===== src/rtl/ram_arbiter.sv =====
// Two-requester round-robin arbiter in front of a single-port 16x16 RAM.
// Each accepted request runs a fixed IDLE -> ACCESS -> RESP sequence.
module ram_arbiter #(
  parameter int width = 15
) (
  input  logic           clk,
  input  logic           rst,
  input  logic           req_a,
  input  logic           req_b,
  input  logic           we_a,
  input  logic           we_b,
  input  logic [3:0]     addr_a,
  input  logic [3:0]     addr_b,
  input  logic [width:0] wdata_a,
  input  logic [width:0] wdata_b,
  output logic           gnt_a,
  output logic           gnt_b,
  output logic           done_a,
  output logic           done_b,
  output logic [width:0] rdata_a,
  output logic [width:0] rdata_b,
  output logic           busy,
  output logic           ram_write_en,
  output logic [3:0]     ram_addr,
  output logic [width:0] ram_data_in,
  input  logic [width:0] ram_data_out
);

  typedef enum logic [1:0] {
    IDLE,
    ACCESS,
    RESP
  } state_t;

  state_t state_q;
  state_t state_d;
  logic   last_b_q;
  logic   win_b_q;
  logic   we_q;
  logic   take;
  logic   pick_a;

  // next state and arbitration decision
  always_comb begin
    state_d = state_q;
    take    = 1'b0;
    pick_a  = req_a && (!req_b || last_b_q);
    unique case (state_q)
      IDLE: begin
        take = req_a || req_b;
        if (take) state_d = ACCESS;
      end
      ACCESS: state_d = RESP;
      RESP:   state_d = IDLE;
      default: state_d = IDLE;
    endcase
  end

  // state, latched request and registered outputs
  always_ff @(posedge clk) begin
    if (rst) begin
      state_q      <= IDLE;
      last_b_q     <= 1'b1;
      win_b_q      <= 1'b0;
      we_q         <= 1'b0;
      gnt_a        <= 1'b0;
      gnt_b        <= 1'b0;
      done_a       <= 1'b0;
      done_b       <= 1'b0;
      rdata_a      <= '0;
      rdata_b      <= '0;
      ram_write_en <= 1'b0;
      ram_addr     <= '0;
      ram_data_in  <= '0;
    end else begin
      state_q      <= state_d;
      gnt_a        <= 1'b0;
      gnt_b        <= 1'b0;
      done_a       <= 1'b0;
      done_b       <= 1'b0;
      ram_write_en <= 1'b0;
      if (take) begin
        win_b_q      <= !pick_a;
        last_b_q     <= !pick_a;
        gnt_a        <= pick_a;
        gnt_b        <= !pick_a;
        we_q         <= pick_a ? we_a : we_b;
        ram_write_en <= pick_a ? we_a : we_b;
        ram_addr     <= pick_a ? addr_a : addr_b;
        ram_data_in  <= pick_a ? wdata_a : wdata_b;
      end
      if (state_q == RESP) begin
        done_a <= !win_b_q;
        done_b <= win_b_q;
        if (!we_q && !win_b_q) rdata_a <= ram_data_out;
        if (!we_q && win_b_q)  rdata_b <= ram_data_out;
      end
    end
  end

  assign busy = (state_q != IDLE);

endmodule


===== config.mk =====
export PLATFORM = sky130hd
export DESIGN_NAME = ram_arbiter
export DESIGN_NICKNAME = d
export VERILOG_FILES = /design/src/rtl/ram_arbiter.sv
export SDC_FILE = /design/constraint.sdc
export NUM_CORES = 1
export LEC_CHECK = 0
export BUFFER_PORTS_ARGS = -buffer_cell sky130_fd_sc_hd__buf_4
export CORE_MARGIN = 5
export CORE_UTILIZATION = 41
export DETAILED_ROUTE_END_ITERATION = 6
export GPL_ROUTABILITY_DRIVEN = 1
export GPL_TIMING_DRIVEN = 0
export PLACE_DENSITY = 0.71
export SYNTH_ARGS = -nofsm -noshare
export SYNTH_HDL_FRONTEND = slang
export SYNTH_SLANG_ARGS = --single-unit

===== constraint.sdc =====
create_clock -name clk -period 1.3 [get_ports clk]
set_input_delay 0.065 -clock clk [delete_from_list [all_inputs] [get_ports clk]]
set_output_delay 0.065 -clock clk [all_outputs]
set_load 0.02 [all_outputs]

==> results.ini, run 1 <==
[hold_path]
hold_class = in -> reg
min_from = addr_b[0]

[cts]
cts.sink_count = 62
clk_pin_slew_ns = 0.07
h-tree-depth = 3
clock_latency_ns = 0.35
cts_buffers = 9
cts-root-buf = clkbuf_8
ctsLongestPathBuffers = 2
tritoncts = yes

[final_layout]
antenna_cells = 0
area_growth_pct = 76.8
fin_nets = 517
final_area_mm2 = 0.00435
fin_util_pct = 73.8
final_cells = 535
layout-drive-gt1-share_pct = 48.5

[synth]
yosysUniqueCellTypes = 27
synth_top_area_share_pct = 50.5
yosys_warnings = 0
synth_area_leaders = dfxtp_1 51%, a21oi_1 11%, nand2_1 10%
ys_seq_area_share_pct = 50.5
syn_area_mm2 = 0.00246
synthCells = 296
synth_nets = 358
synth-seq-cells = 62
avgSynthCellArea_um2 = 8.30
synth_area_leader_cell = dfxtp_1

[floorplanning]
ios = 120
die_h_um = 87.4
dieWidth_um = 87.4
dieArea_mm2 = 0.00764
initial_core_util_pct = 41.8
core_mm2 = 0.00589
num_rows = 28

[timing]
setup_viol = 40
fin_crit_sh_pct = 109
rsz0062_at_grt = true
drv_slew = 0
finalHoldViolCount = 0
fin_crit_ns = 1.41
hold_ws_ns = 0.00651
worst-slew-pin-transition_ns = 0.754
setup_ws_ns = -0.111
final.setup.tns_ns = -2.96
clock-skew-final_ns = 0.00600
slew_headroom_pct = 49.8
max_freq_mhz = 709

[run]
max_cap_violations = 0

[grt]
grt_pass1_wl_um = 13000
grt_max_degree = 11
antenna_found_initial = 0
grt_overflow = 0
grtUsageTotal_pct = 21.8
grt_pass1_vias = 2815

[placed_design]
place_hpwl_um = 5580
numPortBuffers = 118
post-place-ws_ns = -0.215
gp_congestion = 0.753
post_dp_cell_area_mm2 = 0.00344
dp_cells = 489

[routing]
viasPerCell = 5.23
first_pass_iters = 4
drtIter0Drc = 107
drc = 0
drt-total-wl_um = 8760
routedWlPerCell_um = 16.4
vias = 2798
antenna_left = 0

[worst_setup_path]
endpoint_kind = flop
cp_data_required_time_ns = 1.51
cp.arrival_ns = 1.62
timing.rr.start = win_b_q
critPathMaxFanout = 5
critPathLaunch = win_b_q
start_kind = flop
criticalPathCategory = reg -> reg

[pwr]
p_total_mw = 5.23
leakage_nw = 1.79
power_density_mw_per_mm2 = 1200
ir_drop_mv = 0.818

[run_status]
status = finished, violations left
violations = negative setup slack

-- layout make-up --
| cell class | instances | area, um^2 |
|---|---|---|
| buffer | 27 | 181 |
| clock buffer | 13 | 169 |
| clock inverter | 3 | 65.1 |
| fill | 445 | 1540 |
| inverter | 2 | 7.51 |
| multi-input combinational | 203 | 1330 |
| sequential | 62 | 1250 |
| tap | 75 | 93.8 |
| timing repair buffer | 150 | 1250 |
-- metal layers --
layer | GRT usage, % | wire, um
met5 | 0 | 0
met4 | 8.51 | 132
met3 | 8.14 | 920
met2 | 35.8 | 4310
met1 | 25.8 | 3390
-- cell usage after synthesis (all sizes together) --
cell type  number
a21oi          55
and4bb          1
nand2b          1
or4b            1
o21bai          1
nor3b           2
nand3          21
nand4bb         1
dfxtp          62
nand2          66
or2             1
and2            1
buf            12
a211oi          1
a311oi         21
nor3            3
nor2            2
inv             2
nor2b           1
nor4bb          1
o21ai          21
clkbuf         17
nor4b           2
-- where the power goes --
group          switching [mW]  internal (mW)  leakage [nW]  total, mW
Sequential             0.0819           2.02         0.509       2.10
Clock                   0.750           1.23         0.120       1.98
Combinational           0.568          0.581          1.17       1.15
-- critical path, cell delays in order, from the launching register on --
cell and delay [ns]:
dfxtp_4 0.36, or4b_4 0.62, buf_16 0.19, nand2_4 0.06, a21oi_2 0.05
-- cell usage in the layout, fill, tap and decap left out, types with 14 or more instances in the layout --
master	n
a311oi_1	16
dfxtp_1	58
nand2_1	44
nand2_4	14
a21oi_2	16
dlygate4sd3_1	16
a21oi_1	39
o21ai_0	21
buf_4	127
nand3_1	21
-- registers in the layout, summed over array words and instances (netlist names) --
| signal | flops |
|---|---|
| rdata_a | 16 |
| win_b_q | 1 |
| gnt_a | 1 |
| done_b | 1 |
| ram_write_en | 1 |
| state_q | 2 |
| ram_data_in | 16 |
| gnt_b | 1 |
| done_a | 1 |
| ram_addr | 4 |
| last_b_q | 1 |
| we_q | 1 |
| rdata_b | 16 |
-- kinds of logic (layout without fill, tap and decap cells) --
logic type             after synthesis  count (layout)  share of synthesized area, %
flip-flops                          62              62                          50.5
AO/OA/AOI/OAI                       99              99                          23.6
buffers and inverters               31             195                          5.70
AND/OR/NAND/NOR                    104             104                          20.2
-- timing repair --
action,CTS,global route
endpoints found under the setup margin,51,51
gates resized for setup,44,63
buffers inserted,10,1
endpoints found under the hold margin,32,0
pin swaps,24,25
hold buffers,16,0
cloned,2,4
-- worst paths after layout --
kind,end,slack (ns),cells after the start
worst max register to register,rdata_a[6],-0.11,4
worst min-delay path,ram_addr[0],0.007,3
worst max-delay path,rdata_a[6],-0.11,4
worst min register to register,rdata_b[3],0.46,2
Power figures use the tool's default switching activity.
==> run 2: changes to the inputs <==
==> config.mk (replaced) <==
export PLATFORM = sky130hd
export DESIGN_NAME = ram_arbiter
export DESIGN_NICKNAME = d
export VERILOG_FILES = /design/src/rtl/ram_arbiter.sv
export SDC_FILE = /design/constraint.sdc
export NUM_CORES = 1
export LEC_CHECK = 0
export CORE_MARGIN = 5
export CORE_UTILIZATION = 55
export DETAILED_ROUTE_END_ITERATION = 6
export DONT_BUFFER_PORTS = 1
export GPL_ROUTABILITY_DRIVEN = 1
export GPL_TIMING_DRIVEN = 0
export PLACE_DENSITY = 0.78
export SYNTH_ARGS = -nofsm -noshare
export SYNTH_HDL_FRONTEND = slang
export SYNTH_SLANG_ARGS = --single-unit
==> results.ini, run 2 (synthesis results as in run 1) <==
[final_layout]
largestRegisters = ram_data_in x16, rdata_a x16, rdata_b x16
final_common_cell = dlygate4sd3_1
final_area_mm2 = 0.00365
area_growth_pct = 48.5
fin_nets = 433
antenna_cells = 0
final_cell_mix = 59 x dlygate4sd3_1, 57 x dfxtp_1, 51 x nand2_1, 46 x a21oi_1
layout-drive-gt1-share_pct = 21.5

[worst_setup_path]
critPathCapture = rdata_a[13]
cp_data_required_time_ns = 1.50
criticalPathCategory = reg -> reg
regToRegSetupSlack_ns = -0.12
r2r_end = rdata_a[13]
critPathLaunch = we_q
critPathMaxFanout = 7
start_kind = flop
cp.arrival_ns = 1.62
r2r_cells = 4
timing.rr.start = we_q
endpoint_kind = flop

[grt]
grt_use_met1_pct = 32.1
grt_max_degree = 17
met3_usage_pct = 11.6
busiest_layer = met2
grt_pass1_vias = 2636
grtUsageMet2_pct = 43.1
grt_pass1_wl_um = 13100
grtUsageTotal_pct = 27.3
antenna_found_initial = 0
grt_overflow = 0

[pwr]
leakage_nw = 1.30
ir_drop_mv = 0.843
power_density_mw_per_mm2 = 1340

[timing]
setup_ws_ns = -0.121
rsz0062_at_grt = true
fin_crit_sh_pct = 109
slew_headroom_pct = 60.2
hold_ws_ns = 0.0145
fin_crit_ns = 1.42
finalHoldViolCount = 0
clock-skew-final_ns = 0.0154
drv_slew = 0
worst-slew-pin-transition_ns = 0.597
setup_viol = 16
max_freq_mhz = 704

[cts]
clk_pin_slew_ns = 0.07
cts_buffers = 9
tritoncts = yes
cts-root-buf = clkbuf_8
clock_latency_ns = 0.34
h-tree-depth = 3
ctsLongestPathBuffers = 2
cts.sink_count = 62

[floorplanning]
die_h_um = 76.8
ios = 120
num_rows = 24
dieWidth_um = 76.8
initial_core_util_pct = 56.4
core_mm2 = 0.00435
dieArea_mm2 = 0.00590

[placed_design]
numPortBuffers = 0
place_hpwl_um = 4660
post_dp_cell_area_mm2 = 0.00253
gp_congestion = 0.793
post-place-ws_ns = -0.220

[run]
max_cap_violations = 0

[routing]
drtIter0Drc = 239
antenna_left = 0
drt-total-wl_um = 9340
vias = 2760
drc = 0
routedWlPerCell_um = 21.8
viasPerCell = 6.45
first_pass_iters = 5

[hold_path]
hold_class = in -> reg
min_from = req_b

[run_status]
violations = negative setup slack
status = finished, violations left

## run 2: stage by stage
stage | TNS [ns] | cells | total power, mW | utilization (%)
5_1_grt | -2.26 | 428 | 5.03 | 83.8
4_1_cts | -1.34 | 427 | 4.65 | 78.7
3_3_place_gp | -3.37 | 348 | 2.68 | 58.1
6_report | -1.24 | 428 | 4.89 | 83.8
3_5_place_dp | -4.44 | 348 | 2.69 | 58.1
2_1_floorplan | -0.632 | 296 | 2.58 | -
## run 2: what timing repair did
item                       CTS  global route
setup endpoints to repair   52            57
gates resized for setup     23            64
setup buffers                4             2
hold buffers                59             0
cloned                       1             1
pin swaps                    5            11
hold endpoints to repair    54             0
## run 2: worst min path at each step
stage | to | slack (ns) | depth (start not counted)
2_1_floorplan | rdata_a[0] | 0.20 | 2
3_3_place_gp | rdata_b[1] | 0.20 | 2
3_5_place_dp | rdata_b[12] | 0.21 | 2
4_1_cts | ram_data_in[15] | 0.04 | 3
5_1_grt | ram_data_in[15] | 0.02 | 3
6_report | ram_data_in[15] | 0.01 | 3
## run 2: final cells by class
class,instances,area (um^2)
tap,52,65.1
fill,222,706
multi-input combinational,203,1230
clock buffer,13,179
clock inverter,3,40.0
sequential,62,1260
inverter,2,7.51
timing repair buffer,67,696
buffer,26,176
## run 2: per-layer routing
metal | vias up | wire length (um)
li1 | 1197 | -
met1 | 1261 | 3250
met2 | 256 | 4430
met3 | 46 | 1280
met4 | 0 | 383
met5 | - | 0
## run 2: critical path, stage by stage (launching register included)
cell and delay [ns]:
dfxtp_4 0.36, or4b_4 0.61, buf_6 0.17, nand2_2 0.08
a21oi_2 0.06
## run 2: power by group
part	leakage (nW)	switching [mW]	internal (mW)
sequential	0.509	0.231	2.02
combinational	0.672	0.410	0.381
clock	0.115	0.767	1.09
